==> src/rtl/door_pkg.sv <==
// Shared channel map for the door input conditioner and the door FSM.
// Bit order of every 4-bit door vector follows the CH_* constants below.
package door_pkg;

   localparam int NUM_CH = 4;
   localparam int CH_SEN = 0;
   localparam int CH_SE  = 1;
   localparam int CH_LA  = 2;
   localparam int CH_LC  = 3;

   typedef logic [NUM_CH-1:0] ch_vec_t;

   // Both limit switches active at once can only be a wiring or sensor fault.
   function automatic logic limit_conflict(input ch_vec_t v);
      return v[CH_LA] & v[CH_LC];
   endfunction

endpackage

==> src/rtl/door_debounce_ch.sv <==
// One door input channel: two-flop synchronizer, debounce counter, clean level.
// FAST_ASSERT=1 lets a synchronized high bypass the debounce on the rising side.
module door_debounce_ch #(
   parameter int DEBOUNCE_CYCLES = 16,
   parameter int FAST_ASSERT     = 0
) (
   input  logic clk,
   input  logic rst_n,
   input  logic ena,
   input  logic raw,
   output logic clean
);

   localparam int CNT_W = (DEBOUNCE_CYCLES > 1) ? $clog2(DEBOUNCE_CYCLES) : 1;
   localparam logic [CNT_W-1:0] CNT_MAX  = CNT_W'(DEBOUNCE_CYCLES - 1);
   localparam logic [CNT_W-1:0] CNT_ZERO = CNT_W'(0);
   localparam logic [CNT_W-1:0] CNT_ONE  = CNT_W'(1);

   logic             s1_r;
   logic             s2_r;
   logic [CNT_W-1:0] cnt_r;
   logic             clean_r;
   logic [CNT_W-1:0] cnt_nxt_s;
   logic             clean_nxt_s;

   // Next counter / clean level; the counter is cleared before it can wrap.
   always_comb begin
      cnt_nxt_s   = cnt_r;
      clean_nxt_s = clean_r;
      if (s2_r == clean_r) begin
         cnt_nxt_s = CNT_ZERO;
      end else if ((FAST_ASSERT != 0) && (s2_r == 1'b1) && (clean_r == 1'b0)) begin
         clean_nxt_s = 1'b1;
         cnt_nxt_s   = CNT_ZERO;
      end else if (cnt_r == CNT_MAX) begin
         clean_nxt_s = s2_r;
         cnt_nxt_s   = CNT_ZERO;
      end else begin
         cnt_nxt_s = cnt_r + CNT_ONE;
      end
   end

   // Synchronizer and debounce state; everything holds while ena is low.
   always_ff @(posedge clk or negedge rst_n) begin
      if (!rst_n) begin
         s1_r    <= 1'b0;
         s2_r    <= 1'b0;
         cnt_r   <= CNT_ZERO;
         clean_r <= 1'b0;
      end else if (ena) begin
         s1_r    <= raw;
         s2_r    <= s1_r;
         cnt_r   <= cnt_nxt_s;
         clean_r <= clean_nxt_s;
      end
   end

   assign clean = clean_r;

endmodule

==> src/rtl/door_input_conditioner.sv <==
// Conditions the four raw door inputs for the door FSM and flags limit faults.
// Define DOOR_IN_EDGE_EN to build the rising-edge pulse outputs on edge_o.
module door_input_conditioner
   import door_pkg::*;
#(
   parameter int DEBOUNCE_CYCLES = 16
) (
   input  logic              clk,
   input  logic              rst_n,
   input  logic              ena,
   input  logic [NUM_CH-1:0] raw_in,
   input  logic              fault_clr,
   output logic [NUM_CH-1:0] clean_o,
   output logic              fault_o,
   output logic [NUM_CH-1:0] edge_o
);

   ch_vec_t clean_s;
   logic    fault_r;
   logic    fault_nxt_s;

   for (genvar i = 0; i < NUM_CH; i++) begin : g_ch
      door_debounce_ch #(
         .DEBOUNCE_CYCLES (DEBOUNCE_CYCLES),
         .FAST_ASSERT     ((i == CH_SE) ? 1 : 0)
      ) u_ch (
         .clk   (clk),
         .rst_n (rst_n),
         .ena   (ena),
         .raw   (raw_in[i]),
         .clean (clean_s[i])
      );
   end

   // Sticky fault: a live limit conflict beats a clear request.
   always_comb begin
      fault_nxt_s = fault_r;
      if (limit_conflict(clean_s)) begin
         fault_nxt_s = 1'b1;
      end else if (fault_clr) begin
         fault_nxt_s = 1'b0;
      end else begin
         fault_nxt_s = fault_r;
      end
   end

   // Fault flag register.
   always_ff @(posedge clk or negedge rst_n) begin
      if (!rst_n) begin
         fault_r <= 1'b0;
      end else if (ena) begin
         fault_r <= fault_nxt_s;
      end
   end

`ifdef DOOR_IN_EDGE_EN
   ch_vec_t clean_prev_r;

   // Previous clean levels for rising-edge detection.
   always_ff @(posedge clk or negedge rst_n) begin
      if (!rst_n) begin
         clean_prev_r <= {NUM_CH{1'b0}};
      end else if (ena) begin
         clean_prev_r <= clean_s;
      end
   end

   assign edge_o = clean_s & ~clean_prev_r;
`else
   assign edge_o = {NUM_CH{1'b0}};
`endif

   assign clean_o = clean_s;
   assign fault_o = fault_r;

endmodule
==> config.mk <==
export PLATFORM = sky130hd
export DESIGN_NAME = door_input_conditioner
export DESIGN_NICKNAME = d
export VERILOG_FILES = /design/src/rtl/door_pkg.sv /design/src/rtl/door_debounce_ch.sv /design/src/rtl/door_input_conditioner.sv
export SDC_FILE = /design/constraint.sdc
export NUM_CORES = 1
export LEC_CHECK = 0
export ABC_CLOCK_PERIOD_IN_PS = 1400
export CAP_MARGIN = 0
export CORE_MARGIN = 2
export CORE_UTILIZATION = 30
export CTS_BUF_LIST = sky130_fd_sc_hd__clkbuf_8
export CTS_CLUSTER_DIAMETER = 200
export DETAILED_ROUTE_END_ITERATION = 8
export MAX_ROUTING_LAYER = met4
export PLACE_DENSITY = 0.52
export SYNTH_ARGS = -nofsm -noshare
export SYNTH_HDL_FRONTEND = slang
export SYNTH_HIERARCHICAL = 1
export SYNTH_SLANG_ARGS = --single-unit
==> constraint.sdc <==
create_clock -name clk -period 1.4 [get_ports clk]
set_input_delay 0.28 -clock clk [delete_from_list [all_inputs] [get_ports clk]]
set_output_delay 0.28 -clock clk [all_outputs]
set_load 0.005 [all_outputs]
==> run_results.csv, run 1 <==
group,metric,value,unit
run_status,status,"finished clean",
clock_network,cts_buffers,5,
clock_network,cts-root-buf,"clkbuf_8",
timing,holdWs,0.364,ns
timing,max_freq,780,MHz
pwr,intPower,1.57,mW
drt,drt_iter0_markers,49,
cells_and_area,antenna_cells,0,
global_route,grt_pass1_vias,1049,
placement,hpwl,1.76,mm
synth,synth_top_area_frac,0.492,
setup_path,start_kind,"flop",
timing,slew_violations,0,
timing,skew,0.00742,ns
setup_path,worstPathArrival,1.45,ns
clock_network,cts_tree,"yes",
setup_path,crit_fanout,5,
synth,ys_warn_count,6,
clock_network,h-tree-depth,2,
pwr,p_seq_frac,0.479,
drt,dr.pass1.iters,4,
setup_path,crit_chain,"ha_1, nand4_1, mux2_2",
clock_network,cts_sinks,29,
placement,place_area,1720,um^2
floorplanning,dieWidth,74.1,um
synth,synth.distinct_cells,28,
pwr,power_frac_comb,0.233,
pwr,p_sw_frac,0.305,
drt,wl_per_cell,12.1,um
timing,fin_crit,1.28,ns
synth,synth_area_leader_cell,"dfrtp_1",
synth,synth-seq-area-share,0.492,
timing,fin_crit_sh,0.916,
floorplanning,num_rows,25,
run,drv_cap,0,
placement,io_buffers,12,
synth,synthTopCellsByArea,"dfrtp_1 49%, mux2_2 6.9%, ha_1 4.2%, buf_4 4.1%, mux2i_1 3.4%",
clock_network,path_clk_slew,0.06,ns
placement,pre_cts_ws,-0.149,ns
cells_and_area,layout_commonest_cell,"dfrtp_1",
cells_and_area,final_cell_mix,"29 x dfrtp_1, 12 x inv_1, 9 x nand2_1, 9 x mux2_2, 9 x nand3_1",
drt,routed_wl,2.68,mm
pwr,p_leak,0.822,nW
floorplanning,ios,17,
setup_path,end_kind,"flop",
timing,setup_viol,0,
global_route,grt_pass1_wl,4.73,mm
floorplanning,core,4720,um^2
cells_and_area,stdcell_count,221,
clock_network,clock_path_buffers,2,
floorplanning,die_h,74.1,um
pwr,netSwitchingPower,0.686,mW
floorplanning,initial_core_util,0.312,
pwr,cellPowerDensity,1240,nW/um^2
min_path,hp-class,"input pin to async pin",
synth,synth.avg_cell_area,11.3,um^2
cells_and_area,area_growth,23.2,%
timing,worst_slack,0.117,ns
pwr,ir_drop,0.718,mV
placement,gp_congestion,0.810,
cells_and_area,drive_gt1_frac,0.227,
setup_path,critPathRequiredTime,1.57,ns
setup_path,crit_slowest_cell,"dfrtp_1",
global_route,grt_usage,0.117,
placement,dp_cells,212,
setup_path,slowest_delay,0.44,ns
setup_path,crit_type,"flop to flop",
drt,viasPerCell,4.76,
clock_network,hold_buffers,0,
timing,rsz0062_at_grt,"no",
global_route,gr-total-overflow,0,
synth,ys_ff_latch,29,
cells_and_area,nNetsFinal,166,
clock_network,clk_latency,0.28,ns
drt,drc,0,
drt,ant_nets,0,
cells_and_area,design_area,1820,um^2
global_route,grt_max_degree,33,
timing,hold_viol_final,0,
global_route,grt_antenna_before_repair,0,
synth,netlist_area,1480,um^2
pwr,pwr-share-clk,0.288,
synth,syn_inst,130,
floorplanning,dieArea,5490,um^2
drt,vias,1052,
==> final timing paths <==
kind,start,to,slack [ns],cells after the start
max,g_ch[0].u_ch/cnt_r[0],g_ch[0].u_ch/clean,0.12,3
min,rst_n,g_ch[0].u_ch/cnt_r[3],0.36,2
max reg2reg,g_ch[0].u_ch/cnt_r[0],g_ch[0].u_ch/clean,0.12,3
min reg2reg,g_ch[1].u_ch/cnt_r[3],g_ch[1].u_ch/cnt_r[3],0.49,1
max in group asynchronous,rst_n,g_ch[2].u_ch/clean,0.87,2
min in group clk,g_ch[1].u_ch/cnt_r[3],g_ch[1].u_ch/cnt_r[3],0.49,1
==> sequential cells by signal, indices dropped and copies added (netlist names) <==
signal and count:
g_ch.u_ch/cnt_r 16, g_ch.u_ch/s1_r 4, g_ch.u_ch/clean 4, g_ch.u_ch/s2_r 4, fault_o 1
==> worst max-delay path: cells and delay by family (launching register included) <==
family | cells | cell delay [ns]
mux | 1 | 0.33
simple gates | 1 | 0.12
flops | 1 | 0.44
fa+ha+maj | 1 | 0.29
==> cells by family after synthesis <==
logic type,count (synthesis),synth area share
and+or+nand+nor,30,0.117
DFF,29,0.492
AOI/OAI and AO/OA,27,0.124
buffers and inverters,19,0.0687
muxes,16,0.120
adders and majority gates,5,0.0424
xor gates and xnor gates,3,0.0331
other,1,0.00254
==> metal layers <==
layer | wire (um) | vias to the layer above | share of wire | global-route usage
met5 | 0 | - | 0 | -
met4 | 53 | 0 | 0.020 | 0.0646
met3 | 125 | 7 | 0.047 | 0.0407
met2 | 1270 | 25 | 0.47 | 0.173
met1 | 1230 | 513 | 0.46 | 0.141
li1 | - | 507 | - | -
==> power by group through the flow <==
stage | sequential, mW | clock [mW] | combinational [mW]
2_1_floorplan | 1.06 | 0 | 0.351
3_3_place_gp | 1.09 | 0 | 0.467
3_5_place_dp | 1.09 | 0 | 0.477
4_1_cts | 1.08 | 0.677 | 0.470
5_1_grt | 1.10 | 0.719 | 0.600
6_report | 1.08 | 0.648 | 0.524
==> per-stage QoR <==
step / total power [mW] / TNS [ns] / utilization
floorplan: 1.42 / 0 / -
global placement: 1.55 / -0.993 / 0.363
detailed placement: 1.57 / -1.45 / 0.363
CTS: 2.23 / 0 / 0.381
global route: 2.42 / 0 / 0.385
finish: 2.25 / 0 / 0.385
==> cells in the mapped netlist (all sizes together) <==
library cell and n:
dfrtp 29, inv 11, mux2 11, nand2 9, nand3 9, buf 8, o21ai 7, a21oi 6
ha 5, mux2i 5, nand4b 5, a31o 3, nand4 3, o221ai 3, o2bb2ai 3, xor2 3
a31oi 2, a32o 1, and3 1, conb 1, nor2 1, nor2b 1, nor3b 1, o22a 1
o31ai 1
==> layout make-up <==
cell class	instances	area [um^2]
inverter	11	41.3
clock buffer	5	68.8
tap	67	83.8
timing repair buffer	21	206
multi-input combinational	85	677
fill	462	2910
sequential	29	726
clock inverter	3	13.8
==> timing repair <==
| action | in CTS | in global routing |
|---|---|---|
| resized for setup | 5 | 3 |
| pin swaps | 0 | 0 |
| setup endpoints to repair | 5 | 3 |
| endpoints found under the hold margin | 0 | 0 |
| buffers inserted | 1 | 0 |
(Power assumes the default switching activity.)
==> run 2, diff against run 1 <==
DONT_BUFFER_PORTS = 1   (was default)
MAX_ROUTING_LAYER = default   (was met4)
PLACE_DENSITY = 0.48   (was 0.52)
==> run_results.csv, run 2 (synthesized netlist as in run 1, its figures left out) <==
group,metric,value,unit
setup_path,end_kind,"flop",
cells_and_area,final_cell_mix,"29 x dfrtp_1, 14 x inv_1, 9 x nand2_1, 9 x mux2_2, 9 x nand3_1",
pwr,p_leak,0.721,nW
drt,wl_per_cell,12.5,um
cells_and_area,top_register,"g_ch.u_ch/cnt_r",
timing,holdWs,0.105,ns
cells_and_area,stdcell_count,203,
min_path,hp-class,"input pin to flop",
global_route,grt_antenna_before_repair,0,
placement,dp_cells,193,
global_route,grt_pass1_wl,4.67,mm
cells_and_area,drive_gt1_frac,0.191,
timing,slew_violations,0,
clock_network,path_clk_slew,0.05,ns
drt,ant_nets,0,
drt,vias,970,
timing,rsz0062_at_grt,"no",
cells_and_area,area_growth,11.2,%
placement,gp_congestion,0.688,
clock_network,cts-root-buf,"clkbuf_8",
global_route,grt_pass1_vias,1037,
floorplanning,ios,17,
drt,drt_iter0_markers,18,
cells_and_area,seq_area,726,um^2
placement,place_area,1520,um^2
setup_path,worstPathArrival,1.43,ns
setup_path,start_kind,"flop",
global_route,grt_usage,0.114,
drt,routed_wl,2.54,mm
clock_network,h-tree-depth,2,
setup_path,critPathRequiredTime,1.56,ns
placement,io_buffers,0,
timing,skew,0.00645,ns
floorplanning,dieArea,5490,um^2
timing,fin_crit,1.27,ns
floorplanning,die_h,74.1,um
setup_path,rr_worst_depth,5,
placement,hpwl,1.71,mm
run_status,status,"finished clean",
floorplanning,num_rows,25,
cells_and_area,multi_input_comb_area,672,um^2
global_route,grt_max_degree,43,
pwr,ir_drop,0.568,mV
min_path,hold-path-cell-count,1,
floorplanning,initial_core_util,0.312,
cells_and_area,nFillCells,486,
drt,drc,0,
setup_path,crit_fanout,4,
timing,hold_viol_final,0,
clock_network,cts_tree,"yes",
setup_path,crit_type,"flop to flop",
drt,dr.pass1.iters,4,
timing,max_freq,788,MHz
clock_network,cts_sinks,29,
clock_network,clk_latency,0.28,ns
timing,setup_viol,0,
cells_and_area,layout_commonest_cell,"dfrtp_1",
floorplanning,dieWidth,74.1,um
clock_network,clock_path_buffers,2,
cells_and_area,antenna_cells,0,
timing,tns,0,ns
cells_and_area,largest_register_ffs,16,
pwr,cellPowerDensity,1320,nW/um^2
floorplanning,core,4720,um^2
run,drv_cap,0,
global_route,gr-total-overflow,0,
clock_network,cts_buffers,5,
pwr,total_power,2.16,mW
drt,viasPerCell,4.78,
cells_and_area,nNetsFinal,148,
cells_and_area,design_area,1640,um^2
timing,fin_crit_sh,0.907,
==> run 2: cell types whose count changed in the layout (fill, tap and decap cells not counted), moves of 2 or more <==
cell and delta:
clkdlybuf4s50_1 -7, clkinv_2 -2, inv_1 +2, dlygate4sd2_1 -5, buf_4 -6
==> run 2: cell type report <==
cell class                      instances  area share
Inverter                               11      0.0252
Tap cell                               67      0.0511
Timing Repair Buffer                    3      0.0229
Sequential cell                        29       0.442
Clock inverter                          3     0.00687
Clock buffer                            5      0.0420
Multi-Input combinational cell         85       0.410
==> run 2: worst max-delay path, stage by stage (launching register included) <==
cell and delay (ns):
dfrtp_1 0.38, inv_1 0.12, ha_4 0.23, nor3b_2 0.17, mux2i_1 0.09, o22a_1 0.18
==> run 2: report_power, final <==
part           switching, mW  internal [mW]
combinational          0.225          0.240
sequential             0.120          0.957
clock                  0.294          0.330
==> run 2: what timing repair did <==
item	CTS	global route
hold buffers	2	0
buffers inserted	0	0
endpoints found under the hold margin	29	0
setup endpoints to repair	0	2
resized for setup	0	1
==> run 2: per-layer routing <==
layer | vias up | track usage | wire length (um)
met4 | 0 | 0.0727 | 72
met2 | 21 | 0.177 | 1220
met5 | - | 0 | 0
met1 | 469 | 0.137 | 1120
li1 | 473 | - | -
met3 | 7 | 0.0379 | 129
==> run 2: stage by stage <==
stage | utilization | setup slack, ns
final | 0.347 | 0.130
after global routing | 0.347 | 0.0395
after CTS | 0.345 | 0.0595
after detailed placement | 0.321 | 0.0660
after global placement | 0.321 | 0.140
after floorplan | - | 0.116
==> run 2: worst paths after layout <==
path | from | slack, ns | to
setup / recovery | g_ch[1].u_ch/clean | 0.13 | g_ch[1].u_ch/clean
hold / removal | ena | 0.10 | g_ch[1].u_ch/cnt_r[1]
setup reg to reg | g_ch[1].u_ch/clean | 0.13 | g_ch[1].u_ch/clean
hold reg to reg | g_ch[1].u_ch/cnt_r[3] | 0.49 | g_ch[1].u_ch/cnt_r[3]
max in group asynchronous | rst_n | 0.80 | g_ch[2].u_ch/cnt_r[3]
min in group asynchronous | rst_n | 0.44 | g_ch[2].u_ch/clean
==> run 3, diff against run 2 <==
ABC_CLOCK_PERIOD_IN_PS = 1100   (was 1400)
CORE_UTILIZATION = 58   (was 30)
PLACE_DENSITY = 0.8   (was 0.48)
SETUP_SLACK_MARGIN = 0.3   (was default)
clock period = 1.1 ns   (was 1.4 ns; I/O delays follow)
==> run_results.csv, run 3 (synthesized netlist as in run 1, its figures left out) <==
group,metric,value,unit
run_status,status,"finished, violations left",
run_status,violations,"negative hold slack, negative setup slack",
floorplanning,num_rows,18,
cells_and_area,final_cell_mix,"22 x dfrtp_1, 9 x buf_4, 8 x inv_1",
drt,wl_per_cell,16.3,um
clock_network,path_clk_slew,0.06,ns
drt,vias,1058,
global_route,met1_usage,0.246,
cells_and_area,largest_register_ffs,16,
cells_and_area,top_register,"g_ch.u_ch/cnt_r",
drt,drt_iter0_markers,15,
pwr,p_leak,0.823,nW
timing,rsz0062_at_grt,"yes",
cells_and_area,nNetsFinal,161,
placement,hpwl,1.80,mm
global_route,grt_pass1_wl,4.56,mm
cells_and_area,final_core_util,0.792,
cells_and_area,seq_area,734,um^2
setup_path,reg2reg_to,"g_ch[1].u_ch/clean",
floorplanning,die_h,54.4,um
placement,dp_cells,165,
pwr,ir_drop,1.30,mV
cells_and_area,layout_commonest_cell,"dfrtp_1",
min_path,hp-class,"input pin to async pin",
drt,viasPerCell,5.91,
clock_network,cts_sinks,29,
drt,drc,0,
global_route,use_met3,0.0820,
setup_path,crit_chain,"ha_4, nor3b_2, mux2i_1, o22a_1",
setup_path,worstPathArrival,1.37,ns
floorplanning,ios,17,
cells_and_area,area_growth,30.5,%
timing,max_freq,827,MHz
setup_path,crit_type,"flop to flop",
timing,holdWs,-0.370,ns
setup_path,crit_buf_inv,0,
setup_path,r2r_slack,-0.11,ns
pwr,cellPowerDensity,1720,nW/um^2
timing,setup_viol,5,
global_route,grt_pass1_vias,1084,
cells_and_area,stdcell_count,179,
setup_path,worstReg2RegStart,"g_ch[1].u_ch/s2_r",
floorplanning,core,2430,um^2
floorplanning,initial_core_util,0.606,
setup_path,start_kind,"flop",
setup_path,cp_top_family,"flip-flops",
global_route,grt_usage,0.221,
timing,slew_violations,0,
global_route,grt_max_degree,43,
cells_and_area,multi_input_comb_area,865,um^2
timing,worst_slack,-0.109,ns
clock_network,cts_tree,"yes",
drt,ant_nets,0,
timing,skew,0.00339,ns
setup_path,crit_slowest_cell,"dfrtp_1",
global_route,grt_antenna_before_repair,0,
drt,dr.pass1.iters,4,
global_route,gr-total-overflow,0,
global_route,met2_usage,0.380,
clock_network,h-tree-depth,2,
placement,io_buffers,0,
cells_and_area,drive_gt1_frac,0.510,
clock_network,cts_buffers,5,
setup_path,end_kind,"flop",
timing,fin_crit,1.21,ns
cells_and_area,nFillCells,140,
timing,fin_crit_sh,1.10,
setup_path,critPathRequiredTime,1.26,ns
timing,hold_viol_final,29,
clock_network,clock_path_buffers,2,
cells_and_area,antenna_cells,0,
clock_network,cts-root-buf,"clkbuf_8",
setup_path,slowest_delay,0.41,ns
setup_path,setup.worst_path.start,"g_ch[1].u_ch/s2_r",
floorplanning,dieWidth,54.4,um
setup_path,rr_worst_depth,4,
setup_path,crit_fanout,4,
run,drv_cap,0,
global_route,busiest_layer,"met2",
clock_network,clk_latency,0.28,ns
placement,gp_congestion,0.782,
drt,routed_wl,2.92,mm
floorplanning,dieArea,2960,um^2
## run 3: cell types whose count changed in the layout (fill, tap and decap cells not counted), sizes merged
| cell | previous run | this run |
|---|---|---|
| buf | 2 | 16 |
| inv | 14 | 11 |
| clkbuf | 5 | 7 |
| clkinv | 0 | 1 |
| dlygate4sd3 | 1 | 0 |
## run 3: stage by stage
step | instance area (um^2) | setup WS (ns) | setup TNS (ns) | power [mW]
2_1_floorplan | 1550 | -0.0437 | -0.0956 | 1.92
3_5_place_dp | 1600 | -0.117 | -0.376 | 2.14
3_3_place_gp | 1600 | -0.0468 | -0.100 | 2.08
4_1_cts | 1820 | -0.113 | -0.337 | 3.23
5_1_grt | 1930 | -0.175 | -0.700 | 3.50
6_report | 1930 | -0.109 | -0.178 | 3.32
## run 3: timing repair
item | 4_1_cts | 5_1_grt
pin swaps | 10 | 8
setup endpoints to repair | 27 | 30
endpoints found under the hold margin | 29 | 29
setup buffers | 4 | 2
gates resized for setup | 23 | 20
## run 3: cell type report
type | instances | share of cell area
sequential | 29 | 0.381
clock inverter | 1 | 0.00260
inverter | 11 | 0.0214
timing repair buffer | 16 | 0.0760
clock buffer | 7 | 0.0500
tap | 30 | 0.0195
multi-input combinational | 85 | 0.449
## run 3: worst reg2reg max path, stage by stage, from the launching register on
cell and delay, ns:
dfrtp_1 0.41, ha_4 0.28, nor3b_2 0.16, mux2i_1 0.09
o22a_1 0.16
## run 3: routing by layer
metal	up-vias	share of wire
met4	0	0.013
met3	7	0.046
met5	-	0
met1	529	0.43
met2	20	0.51
li1	502	-
## run 3: worst max-delay path by stage
stage                                       end  slack (ns)  cells after the start
after global placement    g_ch[1].u_ch/cnt_r[3]       -0.05                      4
after floorplan           g_ch[1].u_ch/cnt_r[3]       -0.04                      5
after CTS                    g_ch[1].u_ch/clean       -0.11                      4
after global routing         g_ch[1].u_ch/clean       -0.17                      5
final                        g_ch[1].u_ch/clean       -0.11                      4
after detailed placement  g_ch[1].u_ch/cnt_r[3]       -0.12                      4
## run 3: report_power, final
group / internal [mW] / leakage (nW) / switching [mW] / total (mW)
logic: 0.543 / 0.400 / 0.431 / 0.974
clock network: 0.564 / 0.0542 / 0.399 / 0.963
registers: 1.22 / 0.369 / 0.157 / 1.38
total: 2.33 / 0.823 / 0.987 / 3.32
